==> config.mk <==
export PLATFORM = sky130hd
export DESIGN_NAME = instr_mem_loader
export DESIGN_NICKNAME = d
export VERILOG_FILES = /design/src/rtl/instr_mem_loader.sv
export SDC_FILE = /design/constraint.sdc
export NUM_CORES = 1
export LEC_CHECK = 0
export ABC_AREA = 0
export ABC_CLOCK_PERIOD_IN_PS = 3800
export BUFFER_PORTS_ARGS = -buffer_cell sky130_fd_sc_hd__buf_2
export CORE_ASPECT_RATIO = 0.8
export CORE_MARGIN = 4
export CORE_UTILIZATION = 45
export DETAILED_ROUTE_END_ITERATION = 10
export GPL_TIMING_DRIVEN = 1
export HOLD_SLACK_MARGIN = 0.15
export PLACE_DENSITY = 0.69
export SYNTH_ARGS = -nofsm -noshare
export SYNTH_HDL_FRONTEND = slang
export SYNTH_SLANG_ARGS = --single-unit
==> constraint.sdc <==
create_clock -name clk -period 3.8 [get_ports clk]
set_input_delay 0.76 -clock clk [delete_from_list [all_inputs] [get_ports clk]]
set_output_delay 0.76 -clock clk [all_outputs]
set_load 0.01 [all_outputs]
==> src/rtl/instr_mem_loader.sv <==
// Byte-stream loader for the iFetch instruction memory: packs little-endian bytes into words
// and writes them to consecutive addresses while holding the CPU. Optional checksum: LOADER_CHECKSUM_EN.
`ifndef INSTR_LEN
`define INSTR_LEN 32
`endif
`ifndef WORD
`define WORD 32
`endif

module instr_mem_loader #(
  parameter int SIZE  = 16,
  parameter int CNT_W = $clog2(SIZE) + 1
) (
  input  logic                  clk,
  input  logic                  reset,
  input  logic                  load_start,
  input  logic [CNT_W-1:0]      load_count,
  input  logic                  byte_valid,
  input  logic [7:0]            byte_data,
  output logic                  byte_ready,
  output logic                  imem_we,
  output logic [`WORD-1:0]      imem_addr,
  output logic [`INSTR_LEN-1:0] imem_wdata,
  output logic                  cpu_hold,
  output logic                  load_done,
  output logic                  load_error
);

  localparam int IDX_W = (SIZE > 1) ? $clog2(SIZE) : 1;

  typedef enum logic [2:0] {
    S_IDLE,
    S_COLLECT,
    S_WRITE,
    S_CHECK,
    S_DONE
  } state_t;

  state_t                  state_reg;
  logic [CNT_W-1:0]        count_reg;
  logic [IDX_W-1:0]        word_idx_reg;
  logic [1:0]              byte_idx_reg;
  logic [`INSTR_LEN-1:0]   shift_reg;
  logic [`INSTR_LEN-1:0]   word_next;
  logic                    last_word;

  // Current word with the incoming byte merged into its lane.
  always_comb begin
    word_next = shift_reg;
    case (byte_idx_reg)
      2'd0: word_next[7:0]   = byte_data;
      2'd1: word_next[15:8]  = byte_data;
      2'd2: word_next[23:16] = byte_data;
      2'd3: word_next[31:24] = byte_data;
    endcase
  end

  assign last_word = (CNT_W'(word_idx_reg) + CNT_W'(1)) == count_reg;

`ifdef LOADER_CHECKSUM_EN
  logic [7:0] csum_reg;
`else
  assign load_error = 1'b0;
`endif

  always_ff @(posedge clk or negedge reset) begin
    if (!reset) begin
      state_reg    <= S_IDLE;
      count_reg    <= '0;
      word_idx_reg <= '0;
      byte_idx_reg <= '0;
      shift_reg    <= '0;
      byte_ready   <= 1'b0;
      imem_we      <= 1'b0;
      imem_addr    <= '0;
      imem_wdata   <= '0;
      cpu_hold     <= 1'b0;
      load_done    <= 1'b0;
`ifdef LOADER_CHECKSUM_EN
      csum_reg     <= '0;
      load_error   <= 1'b0;
`endif
    end else begin
      imem_we   <= 1'b0;
      load_done <= 1'b0;
      case (state_reg)
        S_IDLE: begin
          if (load_start) begin
`ifdef LOADER_CHECKSUM_EN
            load_error <= 1'b0;
            csum_reg   <= '0;
`endif
            cpu_hold <= 1'b1;
            if (load_count == '0) begin
              state_reg <= S_DONE;
              load_done <= 1'b1;
            end else begin
              count_reg    <= (load_count > CNT_W'(SIZE)) ? CNT_W'(SIZE) : load_count;
              word_idx_reg <= '0;
              byte_idx_reg <= '0;
              byte_ready   <= 1'b1;
              state_reg    <= S_COLLECT;
            end
          end
        end
        S_COLLECT: begin
          if (byte_valid) begin
            shift_reg    <= word_next;
            byte_idx_reg <= byte_idx_reg + 2'd1;
`ifdef LOADER_CHECKSUM_EN
            csum_reg     <= csum_reg + byte_data;
`endif
            if (byte_idx_reg == 2'd3) begin
              byte_ready <= 1'b0;
              imem_we    <= 1'b1;
              imem_addr  <= `WORD'({word_idx_reg, 2'b00});
              imem_wdata <= word_next;
              state_reg  <= S_WRITE;
            end
          end
        end
        S_WRITE: begin
          if (last_word) begin
`ifdef LOADER_CHECKSUM_EN
            byte_ready <= 1'b1;
            state_reg  <= S_CHECK;
`else
            load_done  <= 1'b1;
            state_reg  <= S_DONE;
`endif
          end else begin
            word_idx_reg <= word_idx_reg + IDX_W'(1);
            byte_idx_reg <= '0;
            byte_ready   <= 1'b1;
            state_reg    <= S_COLLECT;
          end
        end
`ifdef LOADER_CHECKSUM_EN
        S_CHECK: begin
          if (byte_valid) begin
            byte_ready <= 1'b0;
            load_error <= (byte_data != csum_reg);
            load_done  <= 1'b1;
            state_reg  <= S_DONE;
          end
        end
`endif
        S_DONE: begin
          cpu_hold  <= 1'b0;
          state_reg <= S_IDLE;
        end
        default: begin
          byte_ready <= 1'b0;
          cpu_hold   <= 1'b0;
          state_reg  <= S_IDLE;
        end
      endcase
    end
  end

endmodule

=== Word level (Yosys, flattened, before mapping) ===
Cells that the tools add are included.
W data, S select, Z words.

* Add/subtract/negate cells: 3
* Order comparisons: 1
* Equal/unequal tests: 12
* Multiplexer cells: 35
* Bitwise logic cells: 3
* Reduce and logical (&&, ||, !) cells: 14

{| class="wikitable"
|+ Operator list
! cell !! count
|-
| $mux W8 || 4
|-
| $mux W3 || 5
|-
| $mux W1 || 12
|-
| $mux W4 || 3
|-
| $ne A2 B2 Y1 const B || 5
|-
| $pmux W3 S3 || 1
|-
| $reduce_and A3 Y1 || 3
|-
| $mux W2 || 4
|-
| $pmux W4 S2 || 1
|-
| $pmux W2 S3 || 1
|-
| $reduce_and A6 Y1 || 1
|-
| $add A4 B1 Y5 const B || 1
|-
| $eq A5 B5 Y1 || 1
|-
| $gt A5 B5 Y1 const B || 1
|-
| $logic_not A5 Y1 || 1
|-
| $mux W5 || 1
|-
| $reduce_and A5 Y1 || 1
|-
| $add A4 B1 Y4 const B || 1
|-
| $eq A2 B2 Y1 const B || 2
|-
| $pmux W1 S2 || 2
|-
| $pmux W1 S4 || 1
|-
| $reduce_and A2 Y1 || 2
|-
| $reduce_and A4 Y1 || 1
|-
| $eq A3 B1 Y1 const B || 1
|-
| other kinds (10) || 12
|}

* Flip-flop bits (word level): 86

=== Logic depth before layout (Yosys ltp) ===
Gate-level depths: netlist of the first run.

* Word-level depth: 4
* Gate-level depth with buffers: 7
* Depth with buffers taken out: 6

=== Least setup slack after synthesis of the first run ===
OpenSTA, ideal clock, no wires.

* Path kind: input-to-reg
* Start: input load_count[0]
* End: register byte_idx_reg[1]
* Setup time: 77 ps
* Arrival: 1913 ps
* Slack: 1810 ps
* Stages on the path: 5
* Buffers on the path: 0
* Cell sequence: or4_1 > or2_1 > o31ai_1 > a41oi_1 > o21ai_1

* Longest elaborated chain between the ends: 3

{| class="wikitable"
|+ Ends and longest elaborated chain
! item !! RTL line !! text
|-
| start: declaration || 17 || <nowiki>input logic [CNT_W-1:0] load_count,</nowiki>
|-
| $logic_not A5 Y1 || 94 || <nowiki>if (load_count == '0) begin</nowiki>
|-
| $ne A2 B2 Y1 (no source line) || -- ||
|-
| $reduce_and A5 Y1 (no source line) || -- ||
|-
| end signal: assignment || 109 || <nowiki>byte_idx_reg <= byte_idx_reg + 2'd1;</nowiki>
|-
| end: declaration || 42 || <nowiki>logic [1:0] byte_idx_reg;</nowiki>
|}

No other way between the ends.
A chain may end at the register's enable or synchronous reset.

=== Worst setup path after layout of the first run ===
* Start: register state_reg[1]
* End: register imem_addr[5]

* Longest elaborated chain between the ends: 2

{| class="wikitable"
|+ Ends and longest elaborated chain
! item !! RTL line !! text
|-
| start: declaration || 39 || <nowiki>state_t state_reg;</nowiki>
|-
| start signal: assignment || 68 || <nowiki>state_reg <= S_IDLE;</nowiki>
|-
| start signal: assignment || 95 || <nowiki>state_reg <= S_DONE;</nowiki>
|-
| start signal: assignment || 102 || <nowiki>state_reg <= S_COLLECT;</nowiki>
|-
| $eq A3 B1 Y1 || 86 || <nowiki>case (state_reg)</nowiki>
|-
| $reduce_and A3 Y1 (no source line) || -- ||
|-
| end signal: assignment || 116 || <nowiki>imem_addr <= `WORD'({word_idx_reg, 2'b00});</nowiki>
|-
| end: declaration || 22 || <nowiki>output logic [`WORD-1:0] imem_addr,</nowiki>
|}

No other way between the ends.

==> results.md, run 1 <==
- Pre-CTS WS: about 1300 ps
- # H-tree levels: 3
- Hold Crit Depth: 2
- Clk slew on worst S/H paths: about 90 ps
- Slowest stage cell, crit path: dfrtp_1
- Ratio of cells with drive above 1 in the final layout: between 20% and 30%
- Netlist Area Pre-Place: 3740 um2
- Unique masters post-synth: between 40 and 50
- CP Data Required Time: a little over 4000 ps
- Max FFs per register: 32
- CP endpoint kind: flip-flop
- RSZ-0062 raised after global routing: no
- Top_reg_cell synth: dfrtp_1
- WL final: roughly 7500 um
- Final Setup Violations: 0
- CTS buffer count: 9
- Final slew viol count: 0
- Warnings from Yosys: 0
- Post-route ant nets: 0
- Relative slew margins: approximately a third
- Via count: 2638
- Post-synthesis sequential area ratio: 52.19%
- Status: completed
- Initial antenna violation count: 0
- Power Dens Cells: ~770 nW/um2
- Synth Instances: between 300 and 400
- Via/cell ratio: slightly above 5
- Most used cell along the critical path: nand2_1
- Final min period: 2468 ps
- TNS Setup: 0 ps
- RR Endpoint: imem_addr[5]
- Crit-path max FO: 62
- Crit Path Class: reg -> reg
- R2R setup slack: approximately 1300 ps
- Die footprint: approximately 9800 um2
- CTS tree: yes
- Die Span Y: between 80 and 90 um
- EDFF count, synth: 0
- Fmax: roughly 400 MHz
- WHS: 479.0 ps
- Critical path arrival: approximately 2800 ps
- Final worst slack: roughly 1300 ps
- Initial Utilization: between 40 and 50%
- Crit-path max cell delay: approximately 630 ps
- Row cnt: 29
- Hold Startpoint: imem_wdata[1]
- Port buffer count: between 50 and 60
- Slew of the pin with the lowest slew margin: 971.3 ps
- # Max-Cap Violations: 0
- Clock sinks: 78
- #FFs+latches synth: approximately 80
- Routed len/inst: around 14 um
- GRT Util Overall: ~17%
- GR Overflow Total: 0
- Final nets: roughly 430
- Largest net degree at the start of global routing: ~80
- Hold WC Path Type: reg -> reg
- First-pass GRT wire length: roughly 13000 um
- DRC: 0
- Final Cycle Share: 64.95%
- Setup repair bufs after CTS: 0
- Placed wire-length estimate: 5348 um
- R2r startpoint: state_reg[1]
- CTS hold repair buffers: 0
- Final Hold Viols: 0
- Root buffer cell: clkbuf_8
- Core area: roughly 8000 um2
- Drt first pass iters: 4
- Hold Path End: imem_wdata[1]
- Placer Congestion: about 0.77
- Lkg Pwr: 2.074 nW
- Iteration-0 DRC Markers: 100
- Die W: between 100 and 150 um
- Clock latency on the worst-skew pair: about 350 ps
- Crit path launch type: flip-flop
- Ys async rst share: 100.0%
- Ant. Diodes: 0
- Post-CTS Resized: 0
- Post-Syn Area per Cell: 10.42 um2
- FF-to-FF path depth: 6
- Worst Clk Skew: about 8.4 ps
- Longest Clk Path Bufs: 2
- Vias in the first global route: between 2000 and 3000
- Area growth from synthesis to layout: 12.18%
- Critical Path, Cell by Cell: nand2b_1 > nor2_2 > nand2_2 > inv_2 > nand2_1 > nand2_1
- Num ports: 86
- Peak supply drop: 0.3223 mV
## where the power goes
group          total, mW  internal [mW]  switching, mW
Clock              0.635          0.311          0.324
Sequential          1.41           1.19          0.217
Combinational       1.20          0.543          0.656
## critical path, delay by kind of cell, from the launching register on
family        cells  cell delay (ps)
simple gates      5             1320
flops             1              630
buf+inv           1              450
## cells in the final DEF, fill, tap and decap left out, types with 2 or more instances in the layout
cell type	count
nor2_1	9
o21ai_1	7
clkbuf_8	9
ha_1	5
inv_1	6
nor2b_1	4
mux2i_1	24
inv_6	3
nand2b_1	7
buf_2	55
a32oi_1	2
nand3_1	6
nor3_1	2
xor2_1	2
mux2_2	23
a21oi_1	4
conb_1	29
xnor2_1	4
o211ai_1	2
clkinvlp_4	2
nand4_1	4
dfrtp_1	78
nand2_1	74
o21ai_0	29
o21a_1	2
## area by class of cell
cell class	instances	area, um2
fillers	739	3824
repair buffers	56	282.8
flip-flops and latches	78	1952
inverters	7	26.28
clock inverters	7	80.08
multi-input cells	259	1595
well taps	108	135.1
clock buffers	9	123.9
## cell usage after synthesis (all sizes together) (2+ instances only)
cell type / count / area (um2)
buf: 33 / 236.5
nand4: 4 / 25.02
nor3: 3 / 20.02
o21a: 2 / 15.01
a32oi: 2 / 17.52
o21ai: 36 / 180.2
nor2b: 4 / 25.02
o211ai: 2 / 15.01
nor2: 10 / 40.04
xnor2: 4 / 35.03
nand3: 7 / 40.04
xor2: 2 / 17.52
mux2i: 24 / 240.2
nand2b: 7 / 43.79
nand2: 75 / 281.5
inv: 7 / 26.27
clkbuf: 10 / 37.54
mux2: 24 / 270.3
dfrtp: 78 / 1952
a21oi: 4 / 20.02
ha: 5 / 62.56
## metal layers
metal,wire (um),vias up,GRT usage (%)
met3,468,9,5.054
li1,-,1270,-
met2,3444,71,25.06
met1,3543,1288,23.42
met5,0,-,0
met4,82,0,4.643
## worst max-delay path by stage
| stage | endpoint | slack [ps] | depth (start not counted) | from |
|---|---|---|---|---|
| finish | imem_addr[5] | 1330 | 6 | state_reg[1] |
| global route | imem_addr[3] | 1020 | 6 | state_reg[1] |
| CTS | imem_addr[5] | 1320 | 6 | state_reg[1] |
| detailed placement | imem_addr[5] | 1290 | 7 | byte_valid |
| global placement | imem_addr[4] | 1380 | 7 | byte_valid |
| floorplan | byte_idx_reg[1] | 1810 | 5 | load_count[0] |
## stage by stage
| step | total power, mW | utilization, % | instance area, um2 | std cells |
|---|---|---|---|---|
| 2_1_floorplan | 2.237 | - | 3845 | 387 |
| 3_3_place_gp | 2.603 | 49.77 | 3991 | 508 |
| 3_5_place_dp | 2.640 | 49.77 | 3991 | 508 |
| 4_1_cts | 3.281 | 52.32 | 4195 | 524 |
| 5_1_grt | 3.505 | 52.32 | 4195 | 524 |
| 6_report | 3.241 | 52.32 | 4195 | 524 |
## kinds of logic (layout without fill, tap and decap cells)
logic type	count (synthesis)	count (layout)	share of synthesized area, %
AO/OA/AOI/OAI	54	54	8.599
XOR/XNOR	6	6	1.405
adder cells (fa/ha/maj)	5	5	1.673
multiplexers	48	48	13.65
flip-flops	78	78	52.19
buffers and inverters	50	79	8.029
other	1	29	0.1003
AND/OR/NAND/NOR	117	117	14.35
No activity file was read; power rests on OpenSTA's default activity.
==> run 2, diff against run 1 <==
--- a/config.mk
+++ b/config.mk
@@ -5,8 +5,8 @@
 export SDC_FILE = /design/constraint.sdc
 export NUM_CORES = 1
 export LEC_CHECK = 0
-export ABC_AREA = 0
-export ABC_CLOCK_PERIOD_IN_PS = 3800
+export ABC_AREA = 1
+export ABC_CLOCK_PERIOD_IN_PS = 2500
 export BUFFER_PORTS_ARGS = -buffer_cell sky130_fd_sc_hd__buf_2
 export CORE_ASPECT_RATIO = 0.8
 export CORE_MARGIN = 4
@@ -14,7 +14,7 @@
 export DETAILED_ROUTE_END_ITERATION = 10
 export GPL_TIMING_DRIVEN = 1
 export HOLD_SLACK_MARGIN = 0.15
-export PLACE_DENSITY = 0.69
+export PLACE_DENSITY = 0.68
 export SYNTH_ARGS = -nofsm -noshare
 export SYNTH_HDL_FRONTEND = slang
 export SYNTH_SLANG_ARGS = --single-unit
==> constraint.sdc (replaced) <==
create_clock -name clk -period 2.5 [get_ports clk]
set_input_delay 0.5 -clock clk [delete_from_list [all_inputs] [get_ports clk]]
set_output_delay 0.5 -clock clk [all_outputs]
set_load 0.01 [all_outputs]
==> run 2 against run 1 <==
Final cell count rose by 21%; combinational power rose by 39%; sequential share of layout area fell by 0.64 points; die area rose by 1.6%; synthesized cell count rose by 31%; design area rose by 1.4%.
==> results.md, run 2 <==
- R2R setup slack: ~620 ps
- # H-tree levels: 3
- Final slew viol count: 0
- Count leader, synth: nand2_1
- Area growth from synthesis to layout: 11.81%
- Status: completed
- Worst Clk Skew: just over 7 ps
- TNS Setup: 0 ps
- Area share of the largest cell type after synthesis: approximately 51%
- Unique masters post-synth: 23
- Ant. Diodes: 0
- First-pass GRT wire length: 13950 um
- Setup repair bufs after CTS: 0
- Clock latency on the worst-skew pair: about 340 ps
- Crit Path Class: reg -> reg
- Ys async rst share: between 90% and 100%
- Final Hold Viols: 0
- Max FFs per register: 32
- Clock sinks: 78
- Initial Utilization: a little under half
- WL final: roughly 8000 um
- Fmax: 531.2 MHz
- Row cnt: 29
- Commonest cells post-synth: 181 x nand2_1, 78 x dfrtp_1, 60 x o21ai_0
- CP Data Required Time: 2780 ps
- RSZ-0062 raised after global routing: no
- FILL cells: roughly 740
- Drt first pass iters: 4
- Ratio of cells with drive above 1 in the final layout: 16.48%
- Placed wire-length estimate: between 5000 and 6000 um
- Die footprint: between 9000 and 10000 um2
- Largest net degree at the start of global routing: 49
- Warnings from Yosys: 0
- Longest Clk Path Bufs: 2
- Via count: 2994
- Synth Instances: 470
- CTS tree: yes
- Post-Syn Area per Cell: 8.096 um2
- Routed len/inst: roughly 13 um
- Peak supply drop: 0.3893 mV
- Die W: about 110 um
- Commonest non-fill, non-tap cell in the layout: nand2_1
- Lkg Pwr: roughly 2.3 nW
- Crit-path max FO: 11
- DRC: 0
- #FFs+latches synth: about 80
- Critical path arrival: between 2000 and 2500 ps
- Placer Congestion: ~0.84
- Core area: 8092 um2
- Crit path launch type: flip-flop
- # Max-Cap Violations: 0
- Via/cell ratio: 4.708
- Port buffer count: between 50 and 60
- Final Setup Violations: 0
- Post-CTS Resized: 0
- Die Span Y: roughly 90 um
- Final Cycle Share: approximately three quarters
- Post-route ant nets: 0
- Root buffer cell: clkbuf_8
- Netlist Area Pre-Place: 3805 um2
- Pre-CTS WS: roughly 700 ps
- Leading area contributor after synthesis: dfrtp_1
- Num ports: between 80 and 90
- Final min period: roughly 1900 ps
- Final worst slack: between 600 and 700 ps
- Hold WC Path Type: in -> reg
- Commonest non-fill, non-tap cells in the layout: 181 x nand2_1, 78 x dfrtp_1, 60 x o21ai_0
- Synth top area cells: dfrtp_1 51%, nand2_1 18%, o21ai_0 7.9%
- Clk slew on worst S/H paths: about 80 ps
- Design Power: 4.646 mW
- CP endpoint kind: flip-flop
- EDFF count, synth: 0
- CTS buffer count: 9
- Final nets: around 550
- GR Overflow Total: 0
- Initial antenna violation count: 0
- Post-synthesis sequential area ratio: 51.30%
- Power Dens Cells: ~1100 nW/um2
- GRT Util Overall: between 15 and 20%
- Top_reg_cell synth: dfrtp_1
- CTS hold repair buffers: 1
- Vias in the first global route: 2953
- Iteration-0 DRC Markers: approximately 160
## run 2: changes by cell type after synthesis, sizes merged, moves of 7 or more
cell / change
nor2: +7
mux2: -23
nand2: +108
o21ai: +24
inv: +42
nand3: +11
nand2b: -7
mux2i: -24
buf: +7
## run 2: critical path, cell delays in order (launching register included)
cell	delay, ps
dfrtp_1	460
ha_1	250
inv_1	60
nand2_1	90
nand2_1	90
nand2_1	60
nand3_1	80
nor2_2	110
nand3_2	210
nand3_1	240
nand2_1	90
nand2_1	70
## run 2: per-layer routing
layer  global-route usage [%]  up-vias  wire length (um)
li1                         -     1502                 -
met1                    22.70     1410              3861
met5                        0        -                 0
met4                    4.615        0                58
met3                    4.765        5               468
met2                    27.12       77              3837
## run 2: cells by family after synthesis
kind of cell	count (synthesis)	share of synthesized area [%]
AND/OR/NAND/NOR	227	24.47
buffers and inverters	96	13.94
flip-flops	78	51.30
AO/OA/AOI/OAI	62	8.254
adder cells (fa/ha/maj)	5	1.644
multiplexers	1	0.2959
other	1	0.09856
## run 2: final cells by class
cell class / instances / area [um2] / area share (%)
clock buffers: 10 / 137.6 / 3.235
clock inverters: 6 / 85.08 / 2.000
inverters: 50 / 188.9 / 4.441
multi-input cells: 324 / 1428 / 33.56
flip-flops and latches: 78 / 1952 / 45.88
well taps: 108 / 135.1 / 3.176
repair buffers: 60 / 327.8 / 7.706
## run 2: path summary, 6_finish.rpt
check,startpoint,to,cells after the start
setup / recovery,word_idx_reg[0],word_idx_reg[2],11
max in group asynchronous,reset,count_reg[4],3
setup reg to reg,word_idx_reg[0],word_idx_reg[2],11
min in group asynchronous,reset,imem_wdata[29],2
hold / removal,load_count[2],count_reg[2],3
hold reg to reg,imem_wdata[27],imem_wdata[27],2
## run 2: power breakdown
part           internal (mW)  switching (mW)
combinational          0.587            1.08
clock                  0.586           0.454
sequential              1.72           0.214
total                   2.90            1.75
## run 2: metrics by stage
stage               hold slack, ps  cell area [um2]  instances  utilization (%)
global route                 410.8             4254        636            52.57
detailed placement           459.9             4021        619            49.70
global placement             457.1             4021        619            49.70
finish                       409.2             4254        636            52.57
floorplan                    204.4             3910        498                -
CTS                          392.0             4254        636            52.57
